**src/rtl/ifm_wgt_feeder_pkg.sv**
```systemverilog
// Shared FSM encoding, default layer geometry and elaboration-time size helpers
// for the ifm/weight feeder.
package ifm_wgt_feeder_pkg;

  typedef enum logic [2:0] {
    S_IDLE     = 3'd0,
    S_START    = 3'd1,
    S_RUN      = 3'd2,
    S_WAIT_END = 3'd3,
    S_DONE     = 3'd4
  } state_t;

  // Geometry of the default configuration (28x28, K=5, PAD=2, CI=3, CO=8).
  localparam int PADDED    = 28 + 2 * 2;
  localparam int WGT_TOTAL = 8 * 3 * 5 * 5;
  localparam int IFM_TOTAL = 8 * 3 * PADDED * PADDED;

  function automatic int padded_side(input int ifm_size, input int pad);
    return ifm_size + 2 * pad;
  endfunction

  function automatic int wgt_words(input int co, input int ci, input int k);
    return co * ci * k * k;
  endfunction

  function automatic int cnt_width(input int n);
    return (n <= 1) ? 1 : $clog2(n);
  endfunction

endpackage

```
**src/rtl/ifm_wgt_feeder_pad_raster_counter.sv**
```systemverilog
// Walks one full padded ifm (channel, row, column), flags border positions and
// keeps the interior memory address as a running count.
module pad_raster_counter
  import ifm_wgt_feeder_pkg::*;
#(
  parameter int IFM_SIZE   = 28,
  parameter int PAD        = 2,
  parameter int CI         = 3,
  parameter int ADDR_WIDTH = 16
) (
  input  logic                  clk,
  input  logic                  rst,
  input  logic                  clear,
  input  logic                  step,
  input  logic                  last_pass,
  output logic                  pad,
  output logic [ADDR_WIDTH-1:0] addr,
  output logic                  wrap,
  output logic                  last
);

  localparam int SIDE = padded_side(IFM_SIZE, PAD);
  localparam int XW   = cnt_width(SIDE);
  localparam int CW   = cnt_width(CI);

  logic [XW-1:0]         x;
  logic [XW-1:0]         y;
  logic [CW-1:0]         ci;
  logic [ADDR_WIDTH-1:0] addr_q;
  logic                  x_end;
  logic                  y_end;
  logic                  ci_end;

  assign x_end  = (x == XW'(SIDE - 1));
  assign y_end  = (y == XW'(SIDE - 1));
  assign ci_end = (ci == CW'(CI - 1));
  assign wrap   = x_end && y_end && ci_end;
  assign last   = wrap && last_pass;
  assign pad    = (int'(x) < PAD) || (int'(x) >= IFM_SIZE + PAD) ||
                  (int'(y) < PAD) || (int'(y) >= IFM_SIZE + PAD);
  assign addr   = addr_q;

  // Interior words are contiguous in memory in raster order, so the address
  // just counts interior positions and restarts when the ifm is replayed.
  always_ff @(posedge clk or posedge rst) begin
    if (rst) begin
      x      <= '0;
      y      <= '0;
      ci     <= '0;
      addr_q <= '0;
    end else if (clear) begin
      x      <= '0;
      y      <= '0;
      ci     <= '0;
      addr_q <= '0;
    end else if (step) begin
      if (wrap) addr_q <= '0;
      else if (!pad) addr_q <= addr_q + 1'b1;
      x <= x_end ? '0 : x + 1'b1;
      if (x_end) begin
        y <= y_end ? '0 : y + 1'b1;
        if (y_end) ci <= ci_end ? '0 : ci + 1'b1;
      end
    end
  end

endmodule

```
**src/rtl/ifm_wgt_feeder.sv**
```systemverilog
// Feeds weight and zero-padded ifm words from two read-latency-1 memories to a
// convolution accelerator that pulls each stream with its own read strobe.
module ifm_wgt_feeder #(
  parameter int IFM_WIDTH    = 16,
  parameter int WEIGHT_WIDTH = 16,
  parameter int IFM_SIZE     = 28,
  parameter int KERNEL_SIZE  = 5,
  parameter int PAD          = 2,
  parameter int CI           = 3,
  parameter int CO           = 8,
  parameter int ADDR_WIDTH   = 16
) (
  input  logic                    clk,
  input  logic                    rst,
  input  logic                    start,
  output logic                    busy,
  output logic                    done,
  output logic                    err,
  output logic                    start_conv,
  input  logic                    ifm_read,
  input  logic                    wgt_read,
  input  logic                    end_conv,
  output logic [IFM_WIDTH-1:0]    ifm,
  output logic [WEIGHT_WIDTH-1:0] wgt,
  output logic                    ifm_mem_en,
  output logic [ADDR_WIDTH-1:0]   ifm_mem_addr,
  input  logic [IFM_WIDTH-1:0]    ifm_mem_rdata,
  output logic                    wgt_mem_en,
  output logic [ADDR_WIDTH-1:0]   wgt_mem_addr,
  input  logic [WEIGHT_WIDTH-1:0] wgt_mem_rdata
);

  import ifm_wgt_feeder_pkg::*;

  localparam int WGT_WORDS = wgt_words(CO, CI, KERNEL_SIZE);
  localparam int WW        = cnt_width(WGT_WORDS + 1);
  localparam int PW        = cnt_width(CO);

  state_t                state;
  state_t                next_state;
  logic                  early_end;
  logic [WW-1:0]         wgt_cnt;
  logic [PW-1:0]         pass_cnt;
  logic                  pass_end;
  logic                  wgt_exh;
  logic                  ifm_exh;
  logic                  streaming;
  logic                  accept;
  logic                  ifm_serve;
  logic                  ifm_bad;
  logic                  wgt_serve;
  logic                  wgt_bad;
  logic                  pad_q;
  logic                  zero_q;
  logic                  raster_pad;
  logic [ADDR_WIDTH-1:0] raster_addr;
  logic                  raster_wrap;
  logic                  raster_last;

  // Strobe contract: each ifm_read/wgt_read high for one cycle in RUN consumes
  // exactly one word; its memory access is issued in that same cycle and the
  // word is presented on ifm/wgt from the next cycle until the next strobe.
  assign streaming  = (state == S_RUN) || (state == S_WAIT_END);
  assign accept     = (state == S_IDLE) && start;
  assign wgt_exh    = (wgt_cnt == WW'(WGT_WORDS));
  assign pass_end   = (pass_cnt == PW'(CO - 1));
  assign ifm_serve  = ifm_read && streaming && !ifm_exh;
  assign ifm_bad    = ifm_read && !ifm_serve;
  assign wgt_serve  = wgt_read && streaming && !wgt_exh;
  assign wgt_bad    = wgt_read && !wgt_serve;

  assign ifm_mem_en   = ifm_serve && !raster_pad;
  assign ifm_mem_addr = ifm_mem_en ? raster_addr : '0;
  assign wgt_mem_en   = wgt_serve;
  assign wgt_mem_addr = wgt_serve ? ADDR_WIDTH'(wgt_cnt) : '0;
  assign ifm          = pad_q ? '0 : ifm_mem_rdata;
  assign wgt          = zero_q ? '0 : wgt_mem_rdata;

  assign busy       = (state == S_START) || (state == S_RUN) || (state == S_WAIT_END);
  assign start_conv = (state == S_START);
  assign done       = (state == S_DONE);

  pad_raster_counter #(
    .IFM_SIZE  (IFM_SIZE),
    .PAD       (PAD),
    .CI        (CI),
    .ADDR_WIDTH(ADDR_WIDTH)
  ) u_raster (
    .clk      (clk),
    .rst      (rst),
    .clear    (accept),
    .step     (ifm_serve),
    .last_pass(pass_end),
    .pad      (raster_pad),
    .addr     (raster_addr),
    .wrap     (raster_wrap),
    .last     (raster_last)
  );

  always_comb begin
    next_state = state;
    early_end  = 1'b0;
    case (state)
      S_IDLE:     if (start) next_state = S_START;
      S_START:    next_state = S_RUN;
      S_RUN: begin
        if (end_conv) begin
          next_state = S_DONE;
          early_end  = !(ifm_exh && wgt_exh);
        end else if (ifm_exh && wgt_exh) begin
          next_state = S_WAIT_END;
        end
      end
      S_WAIT_END: if (end_conv) next_state = S_DONE;
      S_DONE:     next_state = S_IDLE;
      default:    next_state = S_IDLE;
    endcase
  end

  always_ff @(posedge clk or posedge rst) begin
    if (rst) begin
      state    <= S_IDLE;
      wgt_cnt  <= '0;
      pass_cnt <= '0;
      ifm_exh  <= 1'b0;
      pad_q    <= 1'b1;
      zero_q   <= 1'b1;
      err      <= 1'b0;
    end else begin
      state <= next_state;
      err   <= (accept ? 1'b0 : err) | ifm_bad | wgt_bad | early_end;
      if (accept) begin
        wgt_cnt  <= '0;
        pass_cnt <= '0;
        ifm_exh  <= 1'b0;
        pad_q    <= 1'b1;
        zero_q   <= 1'b1;
      end else begin
        if (wgt_serve) wgt_cnt <= wgt_cnt + 1'b1;
        if (ifm_serve && raster_wrap) pass_cnt <= pass_end ? '0 : pass_cnt + 1'b1;
        if (ifm_serve && raster_last) ifm_exh <= 1'b1;
        if (ifm_serve) pad_q <= raster_pad;
        else if (ifm_bad) pad_q <= 1'b1;
        if (wgt_serve) zero_q <= 1'b0;
        else if (wgt_bad) zero_q <= 1'b1;
      end
    end
  end

endmodule

```
**config.mk**
```make
export PLATFORM = sky130hd
export DESIGN_NAME = ifm_wgt_feeder
export DESIGN_NICKNAME = d
export VERILOG_FILES = /design/src/rtl/ifm_wgt_feeder_pkg.sv /design/src/rtl/ifm_wgt_feeder_pad_raster_counter.sv /design/src/rtl/ifm_wgt_feeder.sv
export SDC_FILE = /design/constraint.sdc
export NUM_CORES = 1
export LEC_CHECK = 0
export ABC_CLOCK_PERIOD_IN_PS = 2830
export BUFFER_PORTS_ARGS = -buffer_cell sky130_fd_sc_hd__buf_2
export CORE_MARGIN = 2
export CORE_UTILIZATION = 52
export CTS_BUF_LIST = sky130_fd_sc_hd__clkbuf_4 sky130_fd_sc_hd__clkbuf_8
export DETAILED_ROUTE_END_ITERATION = 10
export GPL_TIMING_DRIVEN = 0
export HOLD_SLACK_MARGIN = 0.05
export PLACE_DENSITY = 0.92
export SLEW_MARGIN = 25
export SYNTH_ARGS = -nofsm -noshare
export SYNTH_HDL_FRONTEND = slang
export SYNTH_HIERARCHICAL = 1
export SYNTH_SLANG_ARGS = --single-unit
```
**constraint.sdc**
```tcl
create_clock -name clk -period 2.83 [get_ports clk]
set_input_delay 0.566 -clock clk [delete_from_list [all_inputs] [get_ports clk]]
set_output_delay 0.566 -clock clk [all_outputs]
set_load 0.05 [all_outputs]
```
==> out/results.tsv <==
metric	value	unit
yosysMostFrequentCell	dfrtp_1	
clock.fmax	0.3622	GHz
routed.top_layer	met4	
initial_core_util	53.34	%
grt_pass1_vias	2868	
drv_cap	0	
rsz0062_at_grt	false	
grt_max_degree	29	
holdCritPathClass	in -> async	
crit_fanout	11	
endpoint_kind	output port	
synth-edff-count	0	
clk_latency	310	ps
gp_congestion	0.9392	
drc	0	
n_antenna_cell	0	
vdd_drop_max	423.2	uV
wl_met2	4208	microns
dp_slack	33.92	ps
root_buffer	clkbuf_8	
dieArea	6675	sq um
critPathArrivalTime	2190	ps
grt_pass1_wl	13160	microns
htreeDepth	2	
crit_type	reg -> out	
nets	535	
drive_above_1_share	30.47	%
p_leak	0.001992	uW
nFillCells	440	
vias_per_cell	5.711	
synth-seq-cells	48	
slew_violations	0	
vias	3221	
cts_tree	built	
setup_viol	0	
cts_buffers	5	
cp-start-kind	register	
met3_length	770	microns
syn_inst	369	
yosys_warnings	6	
avgSynthCellArea	8.507	sq um
die_y	81.70	microns
antenna_left	0	
core_area	5886	sq um
cp.required	2260	ps
yosys-top-cells-area	dfrtp_1, nor2b_1, and2_1	
tightest_slew	752.1	ps
synthArstFlopShare	100.0	%
synth_area	3139	sq um
track_usage	25.56	%
antenna_found_initial	0	
firstDrtPassIters	5	
synth-seq-area-share	38.34	%
rows	28	
min_period	2761	ps
relSlewSlack	49.81	%
ios	108	
period_share	97.55	%
fin_skew	11.82	ps
fin_tns_setup	0	ps
globalRoute.totalOverflow	0	
ys_types	53	
dp_hpwl	5864	microns
run_status	finished clean	
area_growth	27.78	%
clock_sinks	48	
clkTransAtPathRegs	90	ps
port_buffers	101	
die_w	81.70	microns
routed_wl	8431	microns
powerDensity	630.6	nW/um^2
cts.path.max_buffers	2	
synth_top_area_share	36.67	%
met1_length	3215	microns
drt-initial-drc-count	175	
fin_ws	69.33	ps
synth_area_leader_cell	dfrtp_1	
post_drt_wl_per_cell	14.95	microns
ys_top_cells_by_count	dfrtp_1, nor2b_1, nor2_1	
ys.flop_type	dfrtp_1	
finalHoldViolCount	0	
-- registers in the layout, indices dropped and copies added, names as in the netlist --
register,count
pass_cnt,3
wgt_cnt,10
u_raster/addr,16
err,1
zero_q,1
u_raster/ci,2
u_raster/x,5
u_raster/y,5
pad_q,1
ifm_exh,1
state,3
-- metal layers --
metal	vias up	track usage [%]
li1	1529	-
met1	1467	29.75
met2	197	45.16
met3	28	5.714
met4	0	11.00
met5	-	0
-- cells in the final DEF (no fill, tap or decap), types with 3 or more instances in the layout --
cell	netlist	layout
mux2i_1	3	3
buf_6	2	4
nor2_1	33	32
clkbuf_1	6	6
dfrtp_2	0	6
nor3b_1	4	4
or3_1	3	3
nand3_1	16	16
nor4_1	6	4
and3_1	8	8
buf_4	7	19
conb_1	1	6
nand4_1	8	8
ha_1	9	9
nor2b_1	34	34
nor3_1	10	10
a31oi_1	9	9
xor2_1	4	4
and2_1	26	26
dfrtp_1	46	40
a21oi_1	24	24
nand3b_1	5	5
or4_1	6	6
clkbuf_8	0	5
nand2_1	25	25
inv_1	17	16
buf_2	2	94
o21ai_0	17	17
xnor2_1	5	5
-- cell type report --
class | instances | area [sq um] | area share [%]
multi-input combinational | 291 | 1841 | 45.88
sequential | 48 | 1211 | 30.19
timing repair buffer | 106 | 570.5 | 14.22
buffer | 17 | 110.1 | 2.745
tap | 75 | 93.84 | 2.339
clock buffer | 6 | 76.32 | 1.903
inverter | 19 | 73.82 | 1.840
clock inverter | 2 | 35.03 | 0.8734
-- worst paths after layout --
| kind | from | endpoint | slack [ps] | depth (start not counted) |
|---|---|---|---|---|
| setup / recovery | u_raster/x[1] | ifm_mem_addr[12] | 70 | 8 |
| hold / removal | rst | u_raster/addr[12] | 330 | 2 |
| setup reg to reg | u_raster/x[0] | u_raster/addr[3] | 120 | 9 |
| hold reg to reg | pass_cnt[2] | pass_cnt[2] | 550 | 2 |
| max in group asynchronous | rst | wgt_cnt[2] | 1960 | 2 |
| min in group clk | end_conv | state[1] | 450 | 2 |
-- critical path, stage by stage (launching register included) --
cell and delay, ps:
dfrtp_2 460, and2_4 190, a31oi_4 180, and2_4 200, inv_4 70, and2b_4 290
buf_4 160, and2_1 130, buf_4 190
-- cells by family after synthesis --
kind of cell             share of synthesized area [%]
AO/OA/AOI/OAI                                    13.11
XOR/XNOR                                         2.511
adder cells (fa/ha/maj)                          3.587
buffers and inverters                            5.779
flip-flops                                       38.34
multiplexers                                    0.9566
other                                           0.1195
AND/OR/NAND/NOR                                  35.59
-- metrics by stage --
stage	std cells	power (uW)	util [%]	hold slack (ps)	cell area, sq um
global placement	550	1943	63.84	508.8	3757
finish	564	2530	68.15	329.8	4011
global route	564	2673	68.15	384.1	4011
CTS	563	2506	67.47	346.4	3971
detailed placement	550	1983	63.84	532.0	3757
floorplan	374	1711	-	486.2	3158
-- where the power goes --
group	switching (uW)	internal, uW	leakage (uW)	total, uW
clock	242	272	0.0000586	514
combinational	760	320	0.00131	1080
sequential	142	794	0.000625	936
-- repair_timing --
| action | in CTS | in global routing |
|---|---|---|
| hold buffers | 0 | 0 |
| gates resized for setup | 17 | 10 |
| setup endpoints to repair | 17 | 15 |
| gates cloned | 0 | 1 |
| pin swaps | 1 | 1 |
| buffers inserted | 5 | 0 |
No activity file was read; power rests on OpenSTA's default activity.
